$ cat src/rtl/pipe_stage_buf.sv
// pipe_stage_buf: generic elastic pipeline stage register with valid/ready
// handshake, optional two-entry skid buffer, enable gating, flush and halt.
//
// Ports:
//   CLK, RST           rising-edge clock, async active-high reset
//   en, flush          stage enable (hit gating), synchronous squash
//   in_valid/in_ready  upstream handshake, in_data/in_halt payload
//   out_valid/out_ready downstream handshake, out_data/out_halt head payload
//   halted             sticky, set once a HALT beat is delivered
//   occ                number of entries held (0..2)
module pipe_stage_buf #(
   parameter int DW   = 32,
   parameter bit SKID = 1'b1
) (
   input  logic          CLK,
   input  logic          RST,
   input  logic          en,
   input  logic          flush,
   input  logic          in_valid,
   output logic          in_ready,
   input  logic [DW-1:0] in_data,
   input  logic          in_halt,
   output logic          out_valid,
   input  logic          out_ready,
   output logic [DW-1:0] out_data,
   output logic          out_halt,
   output logic          halted,
   output logic [1:0]    occ
);

   typedef enum logic [1:0] {
      EMPTY = 2'd0,
      ONE   = 2'd1,
      TWO   = 2'd2
   } state_e;

   state_e          state_q;
   logic [DW-1:0]   head_q;
   logic [DW-1:0]   skid_q;
   logic            head_h_q;
   logic            skid_h_q;
   logic            halted_q;
   logic            acc;
   logic            dlv;

   assign out_valid = (state_q != EMPTY);
   // Vacated entries are zeroed, so the head reads 0 whenever empty.
   assign out_data  = head_q;
   assign out_halt  = head_h_q;
   assign halted    = halted_q;
   assign occ       = state_q;

   generate
      if (SKID) begin : g_skid
         // Registered ready: a one-cycle stall lands in the skid entry.
         assign in_ready = !halted_q && (state_q != TWO);
      end else begin : g_reg
         // Single entry: can take a beat only if the head leaves now.
         assign in_ready = !halted_q &&
                           ((state_q == EMPTY) || (out_ready && en));
      end
   endgenerate

   assign acc = en && in_valid && in_ready;
   assign dlv = en && out_valid && out_ready;

   always_ff @(posedge CLK or posedge RST) begin
      if (RST) begin
         state_q  <= EMPTY;
         head_q   <= '0;
         skid_q   <= '0;
         head_h_q <= 1'b0;
         skid_h_q <= 1'b0;
         halted_q <= 1'b0;
      end else if (en) begin
         // A deliver in a flush cycle still counts, so halt capture
         // happens regardless of flush.
         if (dlv && head_h_q) begin
            halted_q <= 1'b1;
         end
         if (flush) begin
            state_q  <= EMPTY;
            head_q   <= '0;
            skid_q   <= '0;
            head_h_q <= 1'b0;
            skid_h_q <= 1'b0;
         end else begin
            unique case (state_q)
               EMPTY: begin
                  if (acc) begin
                     head_q   <= in_data;
                     head_h_q <= in_halt;
                     state_q  <= ONE;
                  end
               end
               ONE: begin
                  if (acc && dlv) begin
                     head_q   <= in_data;
                     head_h_q <= in_halt;
                  end else if (acc) begin
                     skid_q   <= in_data;
                     skid_h_q <= in_halt;
                     state_q  <= TWO;
                  end else if (dlv) begin
                     head_q   <= '0;
                     head_h_q <= 1'b0;
                     state_q  <= EMPTY;
                  end
               end
               TWO: begin
                  if (dlv) begin
                     head_q   <= skid_q;
                     head_h_q <= skid_h_q;
                     skid_q   <= '0;
                     skid_h_q <= 1'b0;
                     state_q  <= ONE;
                  end
               end
               default: begin
                  state_q <= EMPTY;
               end
            endcase
         end
      end
   end

endmodule

$ cat config.mk
export PLATFORM = sky130hd
export DESIGN_NAME = pipe_stage_buf
export DESIGN_NICKNAME = d
export VERILOG_FILES = /design/src/rtl/pipe_stage_buf.sv
export SDC_FILE = /design/constraint.sdc
export NUM_CORES = 1
export LEC_CHECK = 0
export CORE_MARGIN = 5
export CORE_UTILIZATION = 44
export CTS_BUF_LIST = sky130_fd_sc_hd__clkbuf_4 sky130_fd_sc_hd__clkbuf_8
export CTS_CLUSTER_DIAMETER = 50
export DETAILED_ROUTE_END_ITERATION = 10
export PLACE_DENSITY = 0.83
export SLEW_MARGIN = 5
export SYNTH_ARGS = -nofsm -noshare
export SYNTH_HDL_FRONTEND = slang
export SYNTH_SLANG_ARGS = --single-unit
$ cat constraint.sdc
create_clock -name CLK -period 2.32 [get_ports CLK]
set_input_delay 0.232 -clock CLK [delete_from_list [all_inputs] [get_ports CLK]]
set_output_delay 0.232 -clock CLK [all_outputs]
set_load 0.02 [all_outputs]
-- Word level (Yosys, flattened, before mapping)
Cells that the tools add are included.
- add/sub/neg operators: 0
- $mul: 0
- div/mod/pow operators: 0
- $lt $le $gt $ge: 0
- eq/ne operators: 10
- shift-type cells: 0
- multiplexer cells: 27
- bitwise gates (word level): 0
- reduce and logical (&&, ||, !) cells: 16
- operators with widths (operator ; number):
    32-bit two-way mux ; 8
    32-bit one-hot mux with 3 select lines ; 1
    32-bit one-hot mux with 2 select lines ; 1
    2-bit two-way mux ; 6
    3-bit inequality test, second input constant ; 4
    4-bit inequality test, second input constant ; 3
    5-bit AND reduction ; 2
    1-bit two-way mux ; 8
    1-bit logical AND ; 7
    2-bit one-hot mux with 3 select lines ; 1
    6-bit AND reduction ; 1
    4-bit nonzero test ; 1
    1-bit one-hot mux with 3 select lines ; 1
    3-bit nonzero test ; 1
    2-bit by 1-bit equality test with 1-bit output, second input constant ; 1
    2-bit equality test, second input constant ; 1
    2-bit zero test ; 1
    2-bit inequality test, second input constant ; 1
    1-bit one-hot mux with 2 select lines ; 1
    2-bit AND reduction ; 1
    2-bit nonzero test ; 1
    1-bit zero test ; 1
- register bits after elaboration: 69
- bits in latches: 0
- RAM bits: 0
- bits in read-only memories: 0
- bits of input ports: 39
- output and inout bits: 38
- logic and storage cells: 59
- memories: 0

-- Longest topological paths before layout
- depth in word-level cells: 8
- depth in mapped cells: 9

-- Worst setup path after synthesis
OpenSTA, ideal clock, no wires.
- kind: register -> register
- start point: reg state_q[0], in the netlist occ[0]
- end point: reg head_q[18], in the netlist out_data[18]
- arrival: 1.993 ns
- required time: 2.245 ns
- slack: 0.252 ns
- stages on the path, launching flop included: 10
- buffers on the path: 3
- period minus slack after synthesis: 2.068 ns
- cell sequence: dfrtp_1 inv_1 ha_1 buf_6 nor3b_2 o21ai_1 or3_1 buf_6 buf_6 o2bb2ai_2
- word-level cells in the longest chain between the ends: 7
- elaborated cells on any way between the ends: 19
- classes of those cells: 7 x eq/ne; 3 x mux; 9 x reduce/logical
- RTL lines (element ; line ; RTL):
    from (decl) ; 37 ; state_e state_q;
    from (signal assigned) ; 69 ; state_q <= EMPTY;
    from (signal assigned) ; 82 ; state_q <= EMPTY;
    from (signal assigned) ; 93 ; state_q <= ONE;
    2-bit inequality test / 2-bit nonzero test (equally long branches) ; 56, 46 ;
    1-bit logical AND, on equally long branches ; 56, 65 ;
    1-bit logical AND, on equally long branches ; 64, 65 ;
    1-bit logical AND ; 97 ; if (acc && dlv) begin
    32-bit two-way mux ; 97 ;
    32-bit one-hot mux with 3 select lines ; 88 ; unique case (state_q)
    32-bit two-way mux ; 81 ; if (flush) begin
    to (signal assigned) ; 91 ; head_q <= in_data;
    to (signal assigned) ; 98 ; head_q <= in_data;
    to (signal assigned) ; 112 ; head_q <= skid_q;
    to (decl) ; 38 ; logic [DW-1:0] head_q;
Parallel ways exist; a longest one is shown, timed or not.
A chain may end at the register's enable or synchronous reset.

-- Worst setup path in the final report
- start point: reg state_q[0], in the netlist occ[0]
- end point: reg head_q[31], in the netlist out_data[31]
The elaborated chain is that of the path after synthesis.

==> qor.yml <==
grt_setup_unrepaired: "no"
clock_tree.root_cell: "sky130_fd_sc_hd__clkbuf_8"
final.setup_skew_ns: 0.0135
num_vias: 2603
achievable-frequency_mhz: 454
hpwlAfterDp_um: 5700
detail_route.vias_per_cell: 5.39
cts_tree: "built"
layout_nets: 419
io-pin-count: 77
number_of_enable_type_register_cells_in_the_synthesized_netlist: 0
synth-async-reset-ratio: 1.00
place_congestion: 0.787
final_max_slew_viol_count: 0
first_iter_violations: 162
relSlewSlack: 0.779
worst-slew-pin-transition_ns: 0.323
post_synthesis_instance_total: 297
die_x_um: 99.5
grt_first_pass_wirelength_um: 13700
antennaDiodeCount: 0
critical_path.endpoint_type: "flip-flop"
reg_to_reg_start: "occ[0]"
grtUsageTotal: 0.173
cts.sink_count: 69
synth.top_cells.by_count: "sky130_fd_sc_hd__dfrtp_1, sky130_fd_sc_hd__inv_1, sky130_fd_sc_hd__mux2i_1, sky130_fd_sc_hd__nand2_1, sky130_fd_sc_hd__a22oi_1"
reg_clk_slew_reported_paths_ns: 0.08
crit_path_max_incr_delay_ns: 0.44
cell_depth_of_the_worst_flop_to_flop_path: 7
synthesis.nets: 340
antenna_found_initial: 0
cp_cell_sequence: "inv_1 > ha_2 > nor3b_4 > o21ai_1 > or3_2 > buf_4 > o2bb2ai_1"
initial_core_util: 0.454
via_count_of_the_first_global_routing_pass: 2706
synth_area_leaders: "sky130_fd_sc_hd__dfrtp_1, sky130_fd_sc_hd__o2bb2ai_2, sky130_fd_sc_hd__mux2i_1"
yosys_register_bits: 69
post_synth_num_cell_types: 34
cp_slowest_cell: "sky130_fd_sc_hd__dfrtp_1"
design.die.area_um2: 9900
r2r_endpoint: "out_data[31]"
layout-drive-gt1-share: 0.184
worst_hold_path_type: "input pin to asynchronous set/reset pin"
finalCritPeriodShare: 0.949
totalPowerFinal_mw: 5.41
area_growth_syn_to_layout_pct: 29.6
drt-wirelength-per-cell_um: 17.2
cts-htree-levels: 3
postRouteWirelength_um: 8310
synthesis.yosys.warnings: 0
insertion_delay_ns: 0.34
timing.setup.critical_path_class: "flip-flop to flip-flop"
timing.critical_path.max_delay_family: "simple AND/OR/NAND/NOR gates"
synth.avg_cell_area_um2: 11.9
power-per-cell-area_nw_per_um2: 1180
power.static_leakage_nw: 2.11
synth_seq_area_share: 0.490
die-height_um: 99.5
yosysMostFrequentCell: "sky130_fd_sc_hd__dfrtp_1"
fp.coreArea_um2: 7770
final_antenna_net_count: 0
setup.worst_path.start_class: "flip-flop"
grt_start_max_net_pins: 70
number_of_clock_buffers_inserted_by_tritoncts: 9
maxCapViolCount: 0
status: "complete, no violations"
hold_slack_ns: 0.287
critical_path_arrival_ns: 2.46
synth_largest_area_cell: "sky130_fd_sc_hd__dfrtp_1"
finalSetupViolations: 0
cts_hold_buf: 0
post_synth_design_cell_area_um2: 3530
finalCriticalPeriod_ns: 2.20
total_number_of_placement_rows: 32
yosys.area.top_type_share: 0.490
worstPathBufferInverterCount: 2
portBuffers: 76
crit_fanout: 18
rrSetupSlack_ns: 0.12
post-route-drc-count: 0
firstDrtPassIters: 4
dominant_register_cell_in_the_synthesized_netlist: "sky130_fd_sc_hd__dfrtp_1"
clockBufferDepth: 2
grt.overflow.total: 0
vdd_drop_max_mv: 0.687
filler_cell_count: 642
crit_required_ns: 2.58
timing.setup.tns_ns: 0
finalHoldViolations: 0
through the flow:
stage          instances  instance area, um2  setup WS [ns]   util
2_1_floorplan        297                3530          0.252      -
3_3_place_gp         467                4380          0.194  0.563
3_5_place_dp         467                4380         0.0487  0.563
4_1_cts              483                4560         0.0227  0.587
5_1_grt              483                4570        0.00753  0.588
6_report             483                4570          0.118  0.588
layout make-up:
class / count / area (um2) / share of cell area
Multi-Input combinational cell: 165 / 1480 / 0.325
Tap cell: 102 / 128 / 0.0279
Clock inverter: 6 / 46.3 / 0.0101
Timing Repair Buffer: 91 / 898 / 0.197
Sequential cell: 69 / 1730 / 0.378
Clock buffer: 10 / 138 / 0.0301
Inverter: 40 / 150 / 0.0328
cells by family (layout without fill, tap and decap cells):
logic type | after synthesis | count (layout) | synth area share
flip-flops | 69 | 69 | 0.490
adder cells (fa/ha/maj) | 4 | 4 | 0.0142
AO/OA/AOI/OAI | 78 | 78 | 0.242
multiplexers | 34 | 34 | 0.0965
buffers and inverters | 63 | 147 | 0.0937
AND/OR/NAND/NOR | 49 | 49 | 0.0642
worst max-delay path by stage:
stage / start / end / slack, ns / cells past startpoint
final: occ[0] / out_data[31] / 0.12 / 7
after global routing: occ[0] / out_data[31] / 0.008 / 7
after CTS: occ[0] / out_data[31] / 0.02 / 7
after detailed placement: occ[0] / out_data[31] / 0.05 / 7
after global placement: occ[0] / out_data[31] / 0.19 / 7
after floorplan: occ[0] / out_data[18] / 0.25 / 9
registers in the layout (all words and copies together) (netlist names):
name      flops
out_data     32
skid_q       32
occ           2
halted        1
out_halt      1
skid_h_q      1
routing by layer:
metal	global-route usage	routed length (um)
met1	0.234	3810
met2	0.275	4010
met3	0.0414	328
met4	0.0578	156
met5	0	0
where the power goes:
part	internal (mW)	switching [mW]	total (mW)
logic	1.22	1.30	2.52
registers	1.64	0.348	1.98
clock network	0.424	0.483	0.908
total	3.28	2.13	5.41
placed cells by master, fill, tap and decap left out, types with 2 or more instances in the layout:
master and n:
sky130_fd_sc_hd__clkdlybuf4s50_1 76, sky130_fd_sc_hd__dfrtp_1 69, sky130_fd_sc_hd__inv_1 39, sky130_fd_sc_hd__nand2_1 34, sky130_fd_sc_hd__mux2i_1 34, sky130_fd_sc_hd__a22oi_1 33
sky130_fd_sc_hd__o2bb2ai_2 29, sky130_fd_sc_hd__buf_4 13, sky130_fd_sc_hd__clkbuf_8 10, sky130_fd_sc_hd__nor2_1 3, sky130_fd_sc_hd__nand2b_1 3, sky130_fd_sc_hd__o2bb2ai_1 3
sky130_fd_sc_hd__ha_1 3, sky130_fd_sc_hd__inv_6 2, sky130_fd_sc_hd__clkinvlp_4 2, sky130_fd_sc_hd__buf_12 2
repair_timing:
item	in CTS	in global routing
endpoints found under the setup margin	0	37
hold endpoints to repair	0	0
resized for setup	0	3
setup buffers	0	0
tightest hold or removal path, stage by stage:
cell	delay, ns
sky130_fd_sc_hd__clkdlybuf4s50_1	0.42
sky130_fd_sc_hd__inv_2	0.07
sky130_fd_sc_hd__buf_12	0.32
Note: power is estimated with default switching activity, not from simulation.
==> RTL edit 1: new RTL, same settings <==
Change the parameter `DW` from 32 to 36.
--- a/src/rtl/pipe_stage_buf.sv
+++ b/src/rtl/pipe_stage_buf.sv
@@ -9,7 +9,7 @@
 //   halted             sticky, set once a HALT beat is delivered
 //   occ                number of entries held (0..2)
 module pipe_stage_buf #(
-   parameter int DW   = 32,
+   parameter int DW   = 36,
    parameter bit SKID = 1'b1
 ) (
    input  logic          CLK,
Ports: changed (resized in_data and out_data); port bits go from 77 to 85. The function was not compared with the original's and may differ.
==> RTL edit 1 against the unedited design <==
Non-clock buffer count increased by 12. Combinational power increased by 26%. Sequential power increased by 16%. Cell area increased by 17%. Sequential cell count increased by 8. Routed wire length increased by 23%. Power increased by 19%. First-iteration DRC count increased by 15%. Synthesized area increased by 17%. Setup slack got worse by 0.014 ns. Critical path type is now flip-flop to output port.
==> RTL edit 1: results (changes against the unedited design) <==
| Metric | Value |
|---|---|
| Detail Placement HPWL | `7090 µm (+24%)` |
| # diodes | `0 (unchanged)` |
| Leak | `0.00240 µW (+14%)` |
| Clk_skew | `0.0152 ns (+0.00172 ns)` |
| Post-synth ARST share | `100% (unchanged)` |
| GP Congestion | `0.913 (+16%)` |
| Fill cell count | `766 (+19%)` |
| Primary FF master, synth | `dfrtp_1` |
| Max IR drop VDD | `618 µV (-9.9%)` |
| Wire length of the first global-routing pass | `16900 µm (+23%)` |
| Post-Synth Adder-Cell Area | `1.21% (-0.21 points)` |
| Pin count of the biggest net entering global routing | `39 (-44%)` |
| Slowest CP cell | `clkdlybuf4s50_1` |
| Reg2reg end | `out_data[32]` |
| Synth Net Count | `411 (+21%)` |
| TritonRoute pass-1 iters | `5 (+1)` |
| Skew-Pair Late Insertion Delay | `0.34 ns (about the same)` |
| Synth top cells by count | `77 x dfrtp_1, 43 x inv_1, 39 x nand2_1` |
| GRT Util Overall | `18.6% (+1.3 points)` |
| Initial antenna violation count | `0 (unchanged)` |
| CTS resizes | `0 (unchanged)` |
| Ratio of cells with drive above 1 in the final layout | `16.4% (-1.9 points)` |
| Worst path max stage delay | `0.64 ns (+0.20 ns)` |
| Post-CTS Setup Bufs | `0 (unchanged)` |
| Number of port buffers | `84 (+11%)` |
| Placed cell areas | `5160 µm² (+18%)` |
| Mux share of post-synthesis cell area | `9.50% (-0.15 points)` |
| Clk root buf | `clkbuf_8` |
| Via count | `3185 (+22%)` |
| Ranking of synthesized cells by area | `dfrtp_1 47%, o2bb2ai_2 11%, mux2i_1 9.2%` |
| Unique cell type count in the Yosys netlist | `32 (-5.9%)` |
| Inserted Clock Buffers | `9 (unchanged)` |
| Worst R2R Path Depth | `7 (unchanged)` |
| Htree depth | `3 (unchanged)` |
| Crit-path leading delay family | `buffers and inverters` |
| HP Class | `input pin to async pin` |
| Worst Max-Slew Pin Slew | `0.620 ns (+0.297 ns)` |
| Register area share after synthesis | `46.7% (-2.2 points)` |
| R2R Setup Slk | `0.15 ns (+0.03 ns)` |
| Initial DRC count | `186 (+15%)` |
| Final WL | `10200 µm (+23%)` |
| Yosys warning total | `0 (unchanged)` |
| Compound-Gate Fraction of Synth Area | `22.3% (-1.8 points)` |
| Final #Nets | `499 (+19%)` |
| RR Startpoint | `occ[0]` |
| Max clock buf depth | `2 (unchanged)` |
| Synth Area in XOR/XNOR | `0% (unchanged)` |
| Crit-path max FO | `9 (-9)` |
| Worst-path clk slew | `0.08 ns (about the same)` |
| Status | `finished clean` |
| Vias in the first global route | `3357 (+24%)` |
RTL edit 1: cell type report:
| class | instances | area, µm² | area share [%] |
|---|---|---|---|
| multi-input combinational | 218 | 1890 | 35.3 |
| tap | 111 | 139 | 2.60 |
| clock inverter | 6 | 65.1 | 1.22 |
| inverter | 43 | 163 | 3.04 |
| sequential | 77 | 1930 | 36.0 |
| timing repair buffer | 103 | 1050 | 19.6 |
| clock buffer | 9 | 124 | 2.32 |
RTL edit 1: how the worst max path moves through the flow:
stage               startpoint      endpoint  slack [ns]  depth (start not counted)
CTS                     occ[1]      in_ready        0.08                          3
global placement        occ[1]  out_data[32]        0.29                          7
floorplan                  RST        halted        0.12                          1
global route            occ[1]      in_ready        0.02                          3
finish                  occ[0]      in_ready        0.10                          4
detailed placement      occ[1]  out_data[30]        0.19                          7
RTL edit 1: metal layers:
layer / vias up / wire length (µm) / global-route usage (%)
met2: 90 / 4900 / 29.1
met1: 1606 / 4670 / 25.5
met5: - / 0 / 0
li1: 1471 / - / -
met4: 0 / 166 / 6.67
met3: 18 / 450 / 4.21
RTL edit 1: power breakdown:
part	leakage [µW]	internal, µW	total (µW)	switching (µW)
clock network	0.0000950	491	988	497
logic	0.00129	1550	3180	1630
registers	0.00102	1880	2290	402
total	0.00240	3930	6450	2520
RTL edit 1: stage by stage:
step | cells | hold slack, ns | util, % | setup slack, ns
floorplan | 364 | 0.366 | - | 0.121
global placement | 552 | 0.475 | 56.1 | 0.287
detailed placement | 552 | 0.481 | 56.1 | 0.190
CTS | 567 | 0.272 | 58.2 | 0.0835
global route | 567 | 0.301 | 58.2 | 0.0232
finish | 567 | 0.271 | 58.2 | 0.103
==> RTL edit 2: new RTL, same settings <==
Without the edit above. Reset style: synchronous (`RST`), changed in one clocked block. Comments in the files are not updated.
--- a/src/rtl/pipe_stage_buf.sv
+++ b/src/rtl/pipe_stage_buf.sv
@@ -64,7 +64,7 @@
    assign acc = en && in_valid && in_ready;
    assign dlv = en && out_valid && out_ready;
 
-   always_ff @(posedge CLK or posedge RST) begin
+   always_ff @(posedge CLK) begin
       if (RST) begin
          state_q  <= EMPTY;
          head_q   <= '0;
Function: differs if RST is asserted again (counterexample within 4 cycles, from zero or initial values and one cycle with RST high); with RST held inactive, the same outputs for 4 cycles.
==> RTL edit 2 against the unedited design <==
Synthesized area fell by 15%. Routed wire length fell by 11%. Sequential share of layout area fell by 3.7 points. Core utilization rose by 1.9 points. Sequential cell count did not move. Cell area fell by 11%. Worst hold slack improved by 0.18 ns. Non-clock buffer count fell by 1. Setup slack improved by 0.11 ns. Critical path type is now flip-flop to output port. Largest cell class is now multi-input gates.
Power is not compared: it rests on default switching activity, and its combinational part moved more than twofold at a synthesized area within 25%.
==> RTL edit 2: results (changes against the unedited design) <==
| Metric | Value |
|---|---|
| Worst Max-Slew Pin Slew | `0.359 ns (+0.0357 ns)` |
| Worst endpoint data arrival time | `1.86 ns (-0.60 ns)` |
| Status | `finished clean` |
| TritonRoute pass-1 iters | `4 (unchanged)` |
| Pin count of the biggest net entering global routing | `23 (-67%)` |
| Dpl ws | `0.278 ns (+0.229 ns)` |
| Post-synth ARST share | `0% (-100 points)` |
| Clk_skew | `0.00975 ns (-0.00374 ns)` |
| Ratio of cells with drive above 1 in the final layout | `10.3% (-8.1 points)` |
| GP Congestion | `0.788 (+0.15%)` |
| Htree depth | `3 (unchanged)` |
| Max IR drop VDD | `386 µV` |
| Via count | `2545 (-2.2%)` |
| Vias in the first global route | `2569 (-5.1%)` |
| HP Class | `flip-flop to flip-flop` |
| Worst-path clk slew | `0.07 ns` |
| Crit-path max FO | `8 (-10)` |
| Synth Net Count | `338 (-0.59%)` |
| Number of port buffers | `76 (unchanged)` |
| Max clock buf depth | `2 (unchanged)` |
| Register area share after synthesis | `46.3% (-2.7 points)` |
| Detail Placement HPWL | `5030 µm (-12%)` |
| Leak | `0.00162 µW` |
| Final WL | `7360 µm (-11%)` |
| Wire length of the first global-routing pass | `12300 µm (-10%)` |
| Skew-Pair Late Insertion Delay | `0.34 ns (about the same)` |
| Inserted Clock Buffers | `9 (unchanged)` |
| Initial DRC count | `88 (-46%)` |
| Post-CTS Setup Bufs | `0 (unchanged)` |
| Ranking of synthesized cells by area | `dfxtp_1 46%, mux2i_1 11%, o2bb2ai_1 9.7%` |
| Clk root buf | `clkbuf_8` |
| Unique cell type count in the Yosys netlist | `34 (unchanged)` |
| Fill cell count | `567 (-12%)` |
| GRT Util Overall | `17.9% (+0.58 points)` |
| # diodes | `0 (unchanged)` |
| MaxCap Viol Count | `0 (unchanged)` |
| CTS resizes | `0 (unchanged)` |
| Yosys warning total | `0 (unchanged)` |
| Final #Nets | `416 (-0.72%)` |
| Top-count cell post-synth | `dfxtp_1` |
-- RTL edit 2: path summary, 6_finish.rpt --
path | startpoint | slack (ns) | cells after the start | to
worst min register to register | out_data[14] | 0.46 | 1 | out_data[14]
worst min-delay path | out_data[14] | 0.46 | 1 | out_data[14]
worst max register to register | occ[0] | 0.26 | 6 | occ[0]
worst max-delay path | occ[0] | 0.23 | 4 | in_ready
-- RTL edit 2: cell families (layout without fill, tap and decap cells) --
logic type | after synthesis | count (layout) | share of synthesized area, %
buffers and inverters | 27 | 110 | 4.15
and+or+nand+nor | 85 | 85 | 15.6
muxes | 34 | 34 | 11.4
AOI/OAI and AO/OA | 76 | 76 | 20.9
adders and majority gates | 4 | 4 | 1.68
DFF | 69 | 69 | 46.3
-- RTL edit 2: worst max-delay path: stages (launching register included) --
cell and delay [ns]:
dfxtp_1 0.40, inv_1 0.10, ha_1 0.31, nor2_1 0.12, clkdlybuf4s50_1 0.61
-- RTL edit 2: cell type report --
class,count,area share (%)
clock inverter,6,1.51
inverter,4,0.370
tap,80,2.47
sequential,69,34.0
clock buffer,10,3.39
timing repair buffer,90,21.6
multi-input combinational,199,36.6
-- RTL edit 2: through the flow --
step / utilization [%] / instance area (µm²) / std cells / hold slack, ns
after floorplan: - / 2980 / 295 / 0.371
after CTS: 60.7 / 4060 / 458 / 0.467
final: 60.7 / 4060 / 458 / 0.463
after global placement: 57.8 / 3860 / 442 / 0.444
after detailed placement: 57.8 / 3860 / 442 / 0.445
after global routing: 60.7 / 4060 / 458 / 0.471
-- RTL edit 2: per-layer routing --
metal	global-route usage, %	wire [µm]
met5	0	0
met3	4.71	354
met1	22.6	3330
met2	28.8	3580
met4	7.80	97
-- RTL edit 2: report_power, final --
group | internal (µW) | switching [µW]
Combinational | 204 | 197
Clock | 524 | 454
Sequential | 1230 | 26.4
Total | 1960 | 678
